$ cat src/rtl/fpu_issue_ctrl_if.sv
// Issue/writeback handshake between the EX stage and the FPU issue controller.
// Signal names follow the existing pipeline netlist, so fpuOp keeps its mixed case.
interface fpu_issue_ctrl_if;
    logic       fpu_sel;
    logic [3:0] fpuOp;
    logic [4:0] rd;
    logic       flush;
    logic       stall;
    logic       wb_valid;
    logic [4:0] wb_rd;
    logic       busy;

    modport master (
        output fpu_sel, fpuOp, rd, flush,
        input  stall, wb_valid, wb_rd, busy
    );

    modport slave (
        input  fpu_sel, fpuOp, rd, flush,
        output stall, wb_valid, wb_rd, busy
    );
endinterface

$ cat src/rtl/fpu_issue_ctrl.sv
// FPU issue controller: stalls EX for a fixed per-op latency, then presents the writeback.
// Optional stall-cycle performance counter is enabled by defining FPU_ISSUE_CTRL_PERF_EN.
module fpu_issue_ctrl #(
    parameter int unsigned LAT_ADD  = 7,
    parameter int unsigned LAT_MUL  = 5,
    parameter int unsigned LAT_DIV  = 6,
    parameter int unsigned LAT_CMP  = 1,
    parameter int unsigned LAT_SQRT = 16,
    parameter int unsigned LAT_CVT  = 6
) (
    input  logic              clock,
    input  logic              clear,
    fpu_issue_ctrl_if.slave   bus,
    output logic [31:0]       stall_cycles
);
    localparam int unsigned CNT_W = 5;
    localparam int unsigned RD_W  = 5;

    typedef enum logic [1:0] {IDLE, BUSY, DONE} state_t;

    state_t            state_q, state_d;
    logic [CNT_W-1:0]  cnt_q, cnt_d;
    logic [RD_W-1:0]   rd_q, rd_d;
    logic [CNT_W-1:0]  lat;
    logic              accept;
    logic              stall_c;
    logic              wb_valid_c;
    logic [RD_W-1:0]   wb_rd_c;

    function automatic logic [CNT_W-1:0] op_latency(input logic [3:0] op);
        case (op)
            4'b0000, 4'b0001: op_latency = CNT_W'(LAT_ADD);
            4'b0010:          op_latency = CNT_W'(LAT_MUL);
            4'b0011:          op_latency = CNT_W'(LAT_DIV);
            4'b0101, 4'b0111: op_latency = CNT_W'(LAT_CMP);
            4'b0110:          op_latency = CNT_W'(LAT_SQRT);
            4'b1000, 4'b1001: op_latency = CNT_W'(LAT_CVT);
            default:          op_latency = '0;
        endcase
    endfunction

    assign lat    = op_latency(bus.fpuOp);
    assign accept = (state_q == IDLE) && bus.fpu_sel && !bus.flush;

    always_ff @(posedge clock or negedge clear) begin
        if (!clear) begin
            state_q <= IDLE;
            cnt_q   <= '0;
            rd_q    <= '0;
        end else begin
            state_q <= state_d;
            cnt_q   <= cnt_d;
            rd_q    <= rd_d;
        end
    end

    // BUSY covers cycles T+1..T+L-1, so the counter is loaded with L-2 on issue.
    always_comb begin
        state_d    = state_q;
        cnt_d      = cnt_q;
        rd_d       = rd_q;
        stall_c    = 1'b0;
        wb_valid_c = 1'b0;
        wb_rd_c    = '0;
        case (state_q)
            IDLE: begin
                if (accept) begin
                    if (lat == '0) begin
                        wb_valid_c = 1'b1;
                        wb_rd_c    = bus.rd;
                    end else begin
                        stall_c = 1'b1;
                        rd_d    = bus.rd;
                        if (lat == CNT_W'(1)) begin
                            state_d = DONE;
                        end else begin
                            state_d = BUSY;
                            cnt_d   = lat - CNT_W'(2);
                        end
                    end
                end
            end
            BUSY: begin
                wb_rd_c = rd_q;
                if (bus.flush) begin
                    state_d = IDLE;
                    cnt_d   = '0;
                end else begin
                    stall_c = 1'b1;
                    if (cnt_q == '0) begin
                        state_d = DONE;
                    end else begin
                        cnt_d = cnt_q - CNT_W'(1);
                    end
                end
            end
            DONE: begin
                wb_rd_c    = rd_q;
                wb_valid_c = !bus.flush;
                state_d    = IDLE;
            end
            default: state_d = IDLE;
        endcase
    end

    // Outputs are forced quiet while reset is held, even if EX presents a request.
    assign bus.stall    = clear & stall_c;
    assign bus.wb_valid = clear & wb_valid_c;
    assign bus.wb_rd    = clear ? wb_rd_c : '0;
    assign bus.busy     = (state_q != IDLE);

`ifdef FPU_ISSUE_CTRL_PERF_EN
    always_ff @(posedge clock or negedge clear) begin
        if (!clear) begin
            stall_cycles <= '0;
        end else if (stall_c && (stall_cycles != 32'hFFFF_FFFF)) begin
            stall_cycles <= stall_cycles + 32'd1;
        end
    end
`else
    assign stall_cycles = '0;
`endif

endmodule

$ cat src/flat_wrapper.sv
// flat-port wrapper written by rule: the top's interface ports become plain ports
module fpu_issue_ctrl_flat 
#(
    parameter int unsigned LAT_ADD  = 7,
    parameter int unsigned LAT_MUL  = 5,
    parameter int unsigned LAT_DIV  = 6,
    parameter int unsigned LAT_CMP  = 1,
    parameter int unsigned LAT_SQRT = 16,
    parameter int unsigned LAT_CVT  = 6
)
  (clock, clear, stall_cycles, bus_fpu_sel, bus_fpuOp, bus_rd, bus_flush, bus_stall, bus_wb_valid, bus_wb_rd, bus_busy);
  fpu_issue_ctrl_if bus_i ();
  input  logic clock;
  input  logic clear;
  output logic [31:0] stall_cycles;
  input wire logic [$bits(bus_i.fpu_sel)-1:0] bus_fpu_sel;
  input wire logic [$bits(bus_i.fpuOp)-1:0] bus_fpuOp;
  input wire logic [$bits(bus_i.rd)-1:0] bus_rd;
  input wire logic [$bits(bus_i.flush)-1:0] bus_flush;
  output wire logic [$bits(bus_i.stall)-1:0] bus_stall;
  output wire logic [$bits(bus_i.wb_valid)-1:0] bus_wb_valid;
  output wire logic [$bits(bus_i.wb_rd)-1:0] bus_wb_rd;
  output wire logic [$bits(bus_i.busy)-1:0] bus_busy;
  assign bus_i.fpu_sel = bus_fpu_sel;
  assign bus_i.fpuOp = bus_fpuOp;
  assign bus_i.rd = bus_rd;
  assign bus_i.flush = bus_flush;
  assign bus_stall = bus_i.stall;
  assign bus_wb_valid = bus_i.wb_valid;
  assign bus_wb_rd = bus_i.wb_rd;
  assign bus_busy = bus_i.busy;
  fpu_issue_ctrl #(.LAT_ADD(LAT_ADD), .LAT_MUL(LAT_MUL), .LAT_DIV(LAT_DIV), .LAT_CMP(LAT_CMP), .LAT_SQRT(LAT_SQRT), .LAT_CVT(LAT_CVT)) u_core (.clock(clock), .clear(clear), .bus(bus_i), .stall_cycles(stall_cycles));
endmodule
$ cat config.mk
export PLATFORM = sky130hd
export DESIGN_NAME = fpu_issue_ctrl_flat
export DESIGN_NICKNAME = d
export VERILOG_FILES = /design/src/rtl/fpu_issue_ctrl_if.sv /design/src/rtl/fpu_issue_ctrl.sv /design/src/flat_wrapper.sv
export SDC_FILE = /design/constraint.sdc
export NUM_CORES = 1
export LEC_CHECK = 0
export BUFFER_PORTS_ARGS = -buffer_cell sky130_fd_sc_hd__buf_4
export CAP_MARGIN = 20
export CORE_MARGIN = 1
export CORE_UTILIZATION = 52
export CTS_BUF_LIST = sky130_fd_sc_hd__clkbuf_4 sky130_fd_sc_hd__clkbuf_8
export CTS_CLUSTER_SIZE = 16
export DETAILED_ROUTE_END_ITERATION = 6
export GPL_TIMING_DRIVEN = 1
export HOLD_SLACK_MARGIN = 0.12
export PLACE_DENSITY = 0.88
export SYNTH_ARGS = -nofsm -noshare
export SYNTH_HDL_FRONTEND = slang
export SYNTH_SLANG_ARGS = --single-unit
$ cat constraint.sdc
create_clock -name clock -period 3.2 [get_ports clock]
set_input_delay 0.64 -clock clock [delete_from_list [all_inputs] [get_ports clock]]
set_output_delay 0.64 -clock clock [all_outputs]
set_load 0.02 [all_outputs]
======== After elaboration in Yosys (flattened, before gate mapping) ========
Memory sizes are Yosys's and may differ from the RTL's.
Index checks and enable logic that the tools add are counted.
storage, ports and cells
  flip-flop bits (word level) ............. 12
  memory bits (read-only) ................. 64
  output and inout bits ................... 40
  word-level logic and storage cells ...... 52
  memories ................................ 1
cells by class
  $add $sub $neg .......................... 2
  equal/unequal tests ..................... 8
  muxes and demuxes ....................... 23
  bitwise operators ....................... 3
  reduce and logical (&&, ||, !) cells .... 12
memory list
  name              words  width  read ports  clocked after memory_dff  write ports  RTL line              source
  (name not given)  16     4      1           0                         0            fpu_issue_ctrl.sv:31  case (op)
operators by type and width
  operator               number
  $mux W5                8
  $pmux W5 S2            2
  $logic_not A5 Y1       2
  $mux W2                5
  $reduce_and A3 Y1      2
  $eq A5 B1 Y1 const B   1
  $mux W1                5
  $reduce_and A5 Y1      1
  $sub A5 B1 Y5 const B  1
  $sub A5 B2 Y5 const B  1
  $ne A2 B2 Y1 const B   2
  $pmux W1 S2            2
  $pmux W2 S2            1
  $reduce_bool A2 Y1     2
  $ne A3 B2 Y1 const B   1
  $ne A3 B3 Y1 const B   1
  $and A1 B1 Y1          2
  $eq A2 B1 Y1 const B   1
  $eq A2 B2 Y1 const B   1
  $logic_and A1 B1 Y1    2
  $logic_not A2 Y1       1
  $ne A2 B1 Y1 const B   1
  $reduce_or A2 Y1       1
  $logic_not A1 Y1       1
  $not A1 Y1             1

======== Longest topological paths before layout ========
Gate-level depths: netlist (run 1).
  word-level depth ........................ 6
  gate-level depth with buffers ........... 7
  gate-level depth less buffers ........... 6

======== Worst setup path before layout (run 1) ========
No wires, ideal clock.
  path type ............................... input port to output port
  start point ............................. in bus_flush
  end point ............................... out bus_wb_rd[0]
  arrival ................................. 1.614 ns
  required time ........................... 2.560 ns
  setup slack ............................. 0.946 ns
  stages .................................. 5
  path through ............................ nand3b_1 and3b_1 clkbuf_1 a22oi_1 nor2_1
on the way
  word-level cells in the longest chain between the ends .. 5
ends and longest elaborated chain
  item                 RTL line               source
  from (decl)          flat_wrapper.sv:19     input wire logic [$bits(bus_i.flush)-1:0] bus_flush;
  $logic_not A1 Y1     fpu_issue_ctrl.sv:43   assign accept = (state_q == IDLE) && bus.fpu_sel && !bus.flush;
  $logic_and A1 B1 Y1  fpu_issue_ctrl.sv:43
  $mux W5              fpu_issue_ctrl.sv:67   if (accept) begin
  $pmux W5 S2          fpu_issue_ctrl.sv:65   case (state_q)
  $mux W5              fpu_issue_ctrl.sv:109  assign bus.wb_rd = clear ? wb_rd_c : '0;
  to (decl)            flat_wrapper.sv:22     output wire logic [$bits(bus_i.wb_rd)-1:0] bus_wb_rd;
Every way passes these cells.

======== Final worst setup path (run 1) ========
  start point ............................. reg u_core.state_q[0]
  end point ............................... out bus_wb_rd[0]
on the way
  word-level cells in the longest chain between the ends .. 6
  elaborated cells between the ends (all ways) .. 9
  those cells by class .................... eq/ne: 2; mux: 3; reduce/logical: 4
ends and longest elaborated chain
  item                               RTL line                                    source
  from (decl)                        fpu_issue_ctrl.sv:21                        state_t state_q, state_d;
  from (signal assigned)             fpu_issue_ctrl.sv:51                        state_q <= state_d;
  $logic_not A2 Y1                   fpu_issue_ctrl.sv:43, fpu_issue_ctrl.sv:65
  $logic_and A1 B1 Y1 (2 in series)  fpu_issue_ctrl.sv:43
  $mux W5                            fpu_issue_ctrl.sv:67
  $pmux W5 S2 *                      fpu_issue_ctrl.sv:65
  $mux W5 *                          fpu_issue_ctrl.sv:109
Every way passes the cells marked *; elsewhere a longest branch is shown, timed or not.

==> results of run 1 <==
==> sequential cells by signal, indices dropped and copies added, names as in the netlist <==
register,count
u_core.state_q,2
u_core.cnt_q,5
u_core.rd_q,5
==> power groups by stage <==
stage | Clock [µW] | Combinational [µW] | Sequential [µW]
2_1_floorplan | 0 | 370 | 268
3_3_place_gp | 0 | 441 | 281
3_5_place_dp | 0 | 458 | 289
4_1_cts | 128 | 466 | 287
5_1_grt | 135 | 516 | 298
6_report | 126 | 468 | 291
==> cells in the final DEF (no fill, tap or decap), types with 2 or more instances in the layout <==
master,netlist,final
o22ai_1,2,2
nand2_1,2,2
mux2_2,5,5
inv_1,8,8
a21oi_1,4,4
nand2b_1,4,4
o2bb2ai_1,5,5
nor2_1,9,9
ha_1,7,7
dfrtp_1,12,12
conb_1,1,32
a21o_1,2,2
buf_4,32,20
o32a_1,3,3
a22oi_1,6,6
o21a_1,2,2
clkbuf_4,0,3
a22o_1,2,2
and3b_1,2,2
==> worst max-delay path by stage <==
stage | from | endpoint | slack, ns
finish | u_core.state_q[0] | bus_wb_rd[0] | 0.53
global route | u_core.state_q[0] | bus_wb_rd[0] | 0.43
CTS | u_core.state_q[0] | bus_wb_rd[0] | 0.55
detailed placement | bus_fpuOp[1] | bus_wb_rd[3] | 0.83
global placement | bus_fpuOp[1] | bus_wb_rd[3] | 0.88
floorplan | bus_flush | bus_wb_rd[0] | 0.95
==> routing by layer <==
layer,GRT usage,vias to the layer above
met5,0,-
met2,0.3653,46
met1,0.2621,446
met4,0.1078,0
met3,0.05296,6
li1,-,431
==> worst max-delay path: stages, from the launching register on <==
cell      delay, ns
dfrtp_1        0.42
inv_1          0.13
ha_1           0.24
nand3b_1       0.17
and3b_1        0.40
a22oi_1        0.14
nor2_1         0.11
buf_4          0.15
==> area by class of cell <==
| cell class | count | area [µm²] | share of cell area |
|---|---|---|---|
| Clock buffer | 4 | 36.28 | 0.02923 |
| Multi-Input combinational cell | 104 | 690.7 | 0.5565 |
| Tap cell | 27 | 33.78 | 0.02722 |
| Timing Repair Buffer | 20 | 150.1 | 0.1210 |
| Sequential cell | 12 | 300.3 | 0.2419 |
| Inverter | 8 | 30.03 | 0.02419 |
==> stage by stage <==
step	hold slack (ns)	worst slack [ns]
finish	0.1866	0.5301
global route	0.1964	0.4284
CTS	0.1893	0.5527
detailed placement	0.4985	0.8303
global placement	0.4931	0.8807
floorplan	0.3444	0.9456
==> cells by family after synthesis <==
family,count (synthesis),share of synthesized area
buffers and inverters,42,0.2410
AO/OA/AOI/OAI,32,0.2215
AND/OR/NAND/NOR,27,0.1412
flip-flops,12,0.2606
adder cells (fa/ha/maj),7,0.07600
multiplexers,5,0.04886
other,1,0.003254
XOR/XNOR,1,0.007602
==> results_dict.tcl, run 1 <==
set metrics [dict create \
    cts_buffers 3 \
    yosys_warnings 0 \
    drt-total-wl_um 2345 \
    io_pins 53 \
    antenna_cells 0 \
    slew_headroom 0.5615 \
    die_area_um2 2408 \
    drive_gt1_frac 0.2297 \
    yosysTopAreaCellShare 0.2606 \
    wire_per_inst_um 13.40 \
    fin_nets 169 \
    cts_tree "done" \
    stdcell_count 175 \
    wl_met2_um 1162 \
    wl_met3_um 118 \
    fin_util 0.6139 \
    vias_per_cell 5.309 \
    synth.ff_latch_count 12 \
    critPathRequiredTime_ns 2.56 \
    total_power_uw 885.7 \
    cts-resized-gates 0 \
    swShare 0.4349 \
    drc 0 \
    gr-total-overflow 0 \
    post-cts-setup-buffer-count 0 \
    netlist_top_cells_count "buf_4 (32), dfrtp_1 (12), nor2_1 (9)" \
    min_period_ns 2.670 \
    worst_slew_pin_slew_ns 0.6486 \
    seq_power_share 0.329 \
    synth_area_um2 1152 \
    synthDistinctLibCells 36 \
    worstSetupPathType "reg -> out" \
    root_buffer "clkbuf_4" \
    grt_usage 0.2197 \
    yosys-top-cells-area "dfrtp_1 (26%), buf_4 (21%), ha_1 (7.6%)" \
    ctsHoldBuffers 0 \
    timing.final.crit_share 0.8344 \
    row_count 16 \
    die_h_um 49.08 \
    routed.top_layer "met4" \
    worst_r2r_endpoint "u_core.cnt_q[1]" \
    slew_viol_final 0 \
    p_comb_frac 0.529 \
    clk_latency_ns 0.28 \
    rsz0062_at_grt "no" \
    cp_max_fo 6 \
    met1Wirelength_um 1007 \
    htreeDepth 1 \
    hold_viol_final 0 \
    fin_setup_tns_ns 0 \
    maxCapViolCount 0 \
    max_clock_freq_ghz 0.3745 \
    placed_cell_area_um2 1205 \
    grt_pass1_vias 891 \
    die_w_um 49.08 \
    first_pass_iters 4 \
    clock_skew_ns 0.008055 \
    ys.flop_type "dfrtp_1" \
    power_density_nw_per_um2 713.6 \
    worstSetupStartpointType "flop" \
    worstPathArrival_ns 2.03 \
    clk_pin_slew_ns 0.09 \
    yosysSeqAreaShare 0.2606 \
    status "finished, final reports clean" \
    async_flop_share 1.000 \
    gp_congestion 0.8149 \
    peakVddDrop_mv 0.4309 \
    leakage_uw 0.0006237 \
    dp.final_hpwl_um 1782 \
    drtIter0Drc 25 \
    crit_path_end_kind "output port" \
    vias 929 \
    grt_max_degree 16 \
    syn_inst 127 \
    grt_pass1_wl_um 3946 \
    setup_viol_count_final 0 \
    p_clk_frac 0.143 \
    portBuffers 20 \
    fillers 183 \
    syn2layout_area_growth_pct 7.709 \
    dp.cells 171 \
    intPower_uw 500.6 \
    fin_area_um2 1241 \
    cts.path.max_buffers 2 \
    initial_core_util 0.5699 \
    p_sw_uw 385.2 \
    synth.most_common_cell "buf_4" \
    reg2reg_from "u_core.state_q[0]" \
    antenna_left 0 \
    hp-class "in -> async" \
    synth.largest_area_cell "dfrtp_1" \
    r2r_slack_ns 1.25 \
    core_um2 2022 \
    clock-sinks 12 \
    ff2ff_path_depth 6 \
    antenna_found_initial 0 \
    synth_area_per_cell_um2 9.074 \
    synth_edf_count 0 \
]
No activity file was read; power rests on OpenSTA's default activity.
==> inputs of run 2 (changes only) <==
--- a/config.mk
+++ b/config.mk
@@ -8,13 +8,13 @@
 export BUFFER_PORTS_ARGS = -buffer_cell sky130_fd_sc_hd__buf_4
 export CAP_MARGIN = 20
 export CORE_MARGIN = 1
-export CORE_UTILIZATION = 52
+export CORE_UTILIZATION = 44
 export CTS_BUF_LIST = sky130_fd_sc_hd__clkbuf_4 sky130_fd_sc_hd__clkbuf_8
 export CTS_CLUSTER_SIZE = 16
 export DETAILED_ROUTE_END_ITERATION = 6
 export GPL_TIMING_DRIVEN = 1
 export HOLD_SLACK_MARGIN = 0.12
-export PLACE_DENSITY = 0.88
+export PLACE_DENSITY = 0.79
 export SYNTH_ARGS = -nofsm -noshare
 export SYNTH_HDL_FRONTEND = slang
 export SYNTH_SLANG_ARGS = --single-unit
==> constraint.sdc (replaced) <==
create_clock -name clock -period 2.45 [get_ports clock]
set_input_delay 0.49 -clock clock [delete_from_list [all_inputs] [get_ports clock]]
set_output_delay 0.49 -clock clock [all_outputs]
set_load 0.02 [all_outputs]
==> results_dict.tcl, run 2 (synthesis gave the netlist of run 1 again) <==
set metrics [dict create \
    intPower_uw 635.6 \
    slew_viol_final 0 \
    hp-class "in -> reg" \
    antenna_left 0 \
    syn2layout_area_growth_pct 9.990 \
    first_pass_iters 6 \
    io_pins 53 \
    slew_headroom 0.4640 \
    p_sw_uw 488.8 \
    antenna_cells 0 \
    crit_path_end_kind "output port" \
    fin_nets 173 \
    timing.final.crit_share 0.9689 \
    cp_max_fo 6 \
    hold_viol_final 0 \
    cts_tree "done" \
    worstPathArrival_ns 1.88 \
    critPathRequiredTime_ns 1.96 \
    root_buffer "clkbuf_4" \
    grt_max_degree 16 \
    vias 930 \
    die_h_um 53.18 \
    cts_buffers 3 \
    antenna_found_initial 0 \
    peakVddDrop_mv 0.7079 \
    violations "DRC" \
    die_w_um 53.18 \
    layout_commonest_cell "conb_1" \
    vias_per_cell 5.138 \
    dp.final_hpwl_um 1740 \
    clock_skew_ns 0.004084 \
    dp.cells 175 \
    fillers 222 \
    seq_power_share 0.334 \
    p_clk_frac 0.113 \
    grt_usage 0.1751 \
    clk_pin_slew_ns 0.07 \
    maxCapViolCount 0 \
    gr-total-overflow 0 \
    die_area_um2 2828 \
    drc 1 \
    core_um2 2477 \
    max_clock_freq_ghz 0.4213 \
    p_comb_frac 0.553 \
    worst_slew_pin_slew_ns 0.7929 \
    cts.path.max_buffers 2 \
    row_count 18 \
    drt-total-wl_um 2266 \
    grt_pass1_vias 775 \
    htreeDepth 1 \
    stdcell_count 181 \
    drtIter0Drc 28 \
    grt_pass1_wl_um 3512 \
    clk_latency_ns 0.28 \
    clock-sinks 12 \
    worstSetupStartpointType "flop" \
    drive_gt1_frac 0.2517 \
    final_cell_mix "conb_1 (32), buf_4 (23), dfrtp_1 (12)" \
    leakage_uw 0.0006331 \
    status "complete, but fails checks" \
    min_period_ns 2.374 \
    power_density_nw_per_um2 887.1 \
    setup_viol_count_final 0 \
    gp_congestion 0.7963 \
    swShare 0.4347 \
    wire_per_inst_um 12.52 \
    fin_setup_tns_ns 0 \
    portBuffers 20 \
    worstSetupPathType "reg -> out" \
    initial_core_util 0.4652 \
    largestRegisters "u_core.cnt_q: 5 flops, u_core.rd_q: 5 flops, u_core.state_q: 2 flops" \
]
-- run 2: changes by cell type in the layout (fill, tap and decap cells not counted), sizes merged --
cell,delta
dlygate4sd3,+1
buf,+3
clkbuf,-1
-- run 2: power by group through the flow --
| stage | clock (µW) | combinational [µW] | sequential, µW |
|---|---|---|---|
| 2_1_floorplan | 0 | 483 | 351 |
| 3_3_place_gp | 0 | 578 | 368 |
| 3_5_place_dp | 0 | 595 | 376 |
| 4_1_cts | 130 | 601 | 373 |
| 5_1_grt | 137 | 685 | 386 |
| 6_report | 127 | 622 | 375 |
-- run 2: metal layers --
layer,vias to the layer above,share of wire,track usage
met2,56,0.46,0.2616
met1,435,0.46,0.2368
li1,437,-,-
met3,2,0.068,0.04310
met4,0,0.0097,0.07456
met5,-,0,0
-- run 2: per-stage QoR --
stage                       util  cell area, µm²  power (µW)  hold slack (ns)  setup WS [ns]
after global placement    0.4909            1216       945.7           0.3465         0.4020
after floorplan                -            1269       833.5           0.1944         0.3636
after global routing      0.5116            1267        1208           0.4465       -0.01440
after detailed placement  0.4909            1216       970.6           0.3496         0.3537
final                     0.5116            1267        1124           0.4542        0.07626
after CTS                 0.5040            1249        1104           0.4523        0.02478
-- run 2: path summary, 6_finish.rpt --
kind	startpoint	end	slack (ns)	cells past startpoint
max	u_core.state_q[0]	bus_wb_rd[3]	0.08	7
min	bus_rd[0]	u_core.rd_q[0]	0.45	2
max reg2reg	u_core.state_q[0]	u_core.cnt_q[0]	0.42	7
min reg2reg	u_core.rd_q[0]	u_core.rd_q[0]	0.52	1
max in group asynchronous	clear	u_core.rd_q[0]	1.69	2
min in group asynchronous	clear	u_core.cnt_q[3]	0.58	2
-- run 2: critical path: stages (launching register included) --
cell      delay (ns)
dfrtp_1         0.42
inv_1           0.12
ha_2            0.22
nand3b_1        0.14
and3b_2         0.34
a22oi_1         0.09
nor2_1          0.12
buf_4           0.16
-- run 2: final cells by class --
type | count | area (µm²) | area share
inverter | 8 | 30.03 | 0.02369
sequential | 12 | 300.3 | 0.2369
multi-input combinational | 104 | 694.4 | 0.5479
tap | 30 | 37.54 | 0.02961
timing repair buffer | 24 | 182.7 | 0.1441
clock buffer | 3 | 22.52 | 0.01777
-- run 2: timing repair --
item / in CTS / in global routing
hold endpoints to repair: 12 / 0
hold buffers: 1 / 0
endpoints found under the setup margin: 0 / 6
resized for setup: 0 / 2
setup buffers: 0 / 2
==> inputs of run 3 (changes only) <==
--- a/config.mk
+++ b/config.mk
@@ -5,16 +5,16 @@
 export SDC_FILE = /design/constraint.sdc
 export NUM_CORES = 1
 export LEC_CHECK = 0
-export BUFFER_PORTS_ARGS = -buffer_cell sky130_fd_sc_hd__buf_4
 export CAP_MARGIN = 20
 export CORE_MARGIN = 1
-export CORE_UTILIZATION = 44
+export CORE_UTILIZATION = 59
 export CTS_BUF_LIST = sky130_fd_sc_hd__clkbuf_4 sky130_fd_sc_hd__clkbuf_8
 export CTS_CLUSTER_SIZE = 16
 export DETAILED_ROUTE_END_ITERATION = 6
+export DONT_BUFFER_PORTS = 1
 export GPL_TIMING_DRIVEN = 1
 export HOLD_SLACK_MARGIN = 0.12
-export PLACE_DENSITY = 0.79
+export PLACE_DENSITY = 0.78
 export SYNTH_ARGS = -nofsm -noshare
 export SYNTH_HDL_FRONTEND = slang
 export SYNTH_SLANG_ARGS = --single-unit
==> results_dict.tcl, run 3 (synthesis gave the netlist of run 1 again) <==
set metrics [dict create \
    worstPathArrival_ns 1.84 \
    first_pass_iters 6 \
    setup_viol_count_final 0 \
    seq_power_share 0.344 \
    reg2reg_from "u_core.state_q[0]" \
    r2r_slack_ns 0.44 \
    cp_max_fo 6 \
    slew_headroom 0.5342 \
    drive_gt1_frac 0.1742 \
    clk_latency_ns 0.26 \
    critPathTopFamily "simple AND/OR/NAND/NOR gates" \
    antenna_left 0 \
    htreeDepth 1 \
    cp_slowest_cell "dfrtp_1" \
    cp_slowest_stage_delay_ns 0.42 \
    leakage_uw 0.0005399 \
    clock_skew_ns 0.0009490 \
    vias 825 \
    fin_util 0.6365 \
    drc 0 \
    final_cell_mix "conb_1 (32), dfrtp_1 (12), inv_1 (8)" \
    dp.final_hpwl_um 1649 \
    max_clock_freq_ghz 0.4290 \
    p_sw_uw 461.0 \
    crit_path_end_kind "output port" \
    worst_hold_path.num_cells 1 \
    peakVddDrop_mv 0.5125 \
    grt_pass1_wl_um 3022 \
    initial_core_util 0.6463 \
    row_count 15 \
    p_clk_frac 0.143 \
    portBuffers 0 \
    cts_tree "done" \
    cp_cell_sequence "inv_1, ha_1, nand3b_1, and3b_2, a22oi_1, nor2_2" \
    cts_buffers 3 \
    layout_commonest_cell "conb_1" \
    ff2ff_path_depth 7 \
    timing.final.crit_share 0.9514 \
    root_buffer "clkbuf_4" \
    status "finished, final reports clean" \
    grt_usage 0.2005 \
    swShare 0.4318 \
    cp_num_buf_inv 1 \
    hp-class "in -> reg" \
    timing.hold.ws_ns 0.3718 \
    antenna_cells 0 \
    die_w_um 46.20 \
    min_period_ns 2.331 \
    stdcell_count 157 \
    syn2layout_area_growth_pct -1.520 \
    die_h_um 46.20 \
    intPower_uw 606.6 \
    fin_setup_tns_ns 0 \
    critPathRequiredTime_ns 1.96 \
    largestRegisters "u_core.cnt_q: 5 flops, u_core.rd_q: 5 flops, u_core.state_q: 2 flops" \
    gr-total-overflow 0 \
    grt_pass1_vias 733 \
    power_density_nw_per_um2 940.7 \
    core_um2 1783 \
    hold_viol_final 0 \
    clk_pin_slew_ns 0.07 \
    drt-total-wl_um 2002 \
    worst_slew_pin_slew_ns 0.6889 \
    vias_per_cell 5.255 \
    cts.path.max_buffers 2 \
    setup.worst_path.start "u_core.state_q[0]" \
    io_pins 53 \
    p_comb_frac 0.513 \
    hold_path.startpoint "bus_rd[0]" \
    slew_viol_final 0 \
    drtIter0Drc 19 \
    gp_congestion 0.9081 \
    fillers 158 \
    worstSetupPathType "reg -> out" \
    wire_per_inst_um 12.75 \
    maxCapViolCount 0 \
    worstSetupStartpointType "flop" \
    die_area_um2 2134 \
    antenna_found_initial 0 \
    worst_r2r_endpoint "u_core.cnt_q[0]" \
    fin_nets 153 \
    hold_path_end "u_core.rd_q[0]" \
    grt_max_degree 13 \
    rsz0062_at_grt "no" \
    clock-sinks 12 \
    dp.cells 150 \
]
==> run 3: changes by cell type in the layout (fill, tap and decap cells not counted), sizes merged <==
| cell | delta |
|---|---|
| buf | -20 |
| clkbuf | +1 |
==> run 3: how the worst max path moves through the flow <==
stage | to | slack, ns | cells after the start
after floorplan | bus_wb_rd[0] | 0.36 | 7
after global placement | bus_wb_rd[2] | 0.35 | 6
after detailed placement | bus_wb_rd[2] | 0.28 | 6
after CTS | bus_wb_rd[2] | 0.05 | 6
after global routing | bus_wb_rd[2] | 0.002 | 6
final | bus_wb_rd[2] | 0.12 | 6
==> run 3: routing by layer <==
layer  GRT usage  wire, µm  vias up
li1            -         -      399
met1      0.2573       863      383
met2      0.3296       951       41
met3     0.03137       173        2
met4     0.08824        14        0
met5           0         0        -
==> run 3: timing repair <==
action,CTS,global route
hold buffers,1,0
pin swaps,0,2
setup endpoints to repair,5,6
gates resized for setup,5,1
endpoints found under the hold margin,12,0
setup buffers,0,2
==> run 3: per-stage QoR <==
stage	setup slack, ns	total power (µW)	area, µm²
floorplan	0.3636	833.5	1269
global placement	0.3472	866.8	1060
detailed placement	0.2753	887.7	1060
CTS	0.05130	1062	1119
global route	0.001693	1154	1135
finish	0.1191	1068	1135
==> run 3: power groups by stage <==
stage | registers (µW) | logic, µW | clock network (µW)
3_5_place_dp | 370 | 518 | 0
3_3_place_gp | 365 | 501 | 0
6_report | 367 | 547 | 153
4_1_cts | 366 | 537 | 159
5_1_grt | 385 | 602 | 167
2_1_floorplan | 351 | 483 | 0
==> run 3: final cells by class <==
type	count	area [µm²]	area share
multi-input combinational	104	704.4	0.6207
clock buffer	4	36.28	0.03197
inverter	8	30.03	0.02646
timing repair buffer	4	32.53	0.02867
sequential	12	300.3	0.2646
tap	25	31.28	0.02756
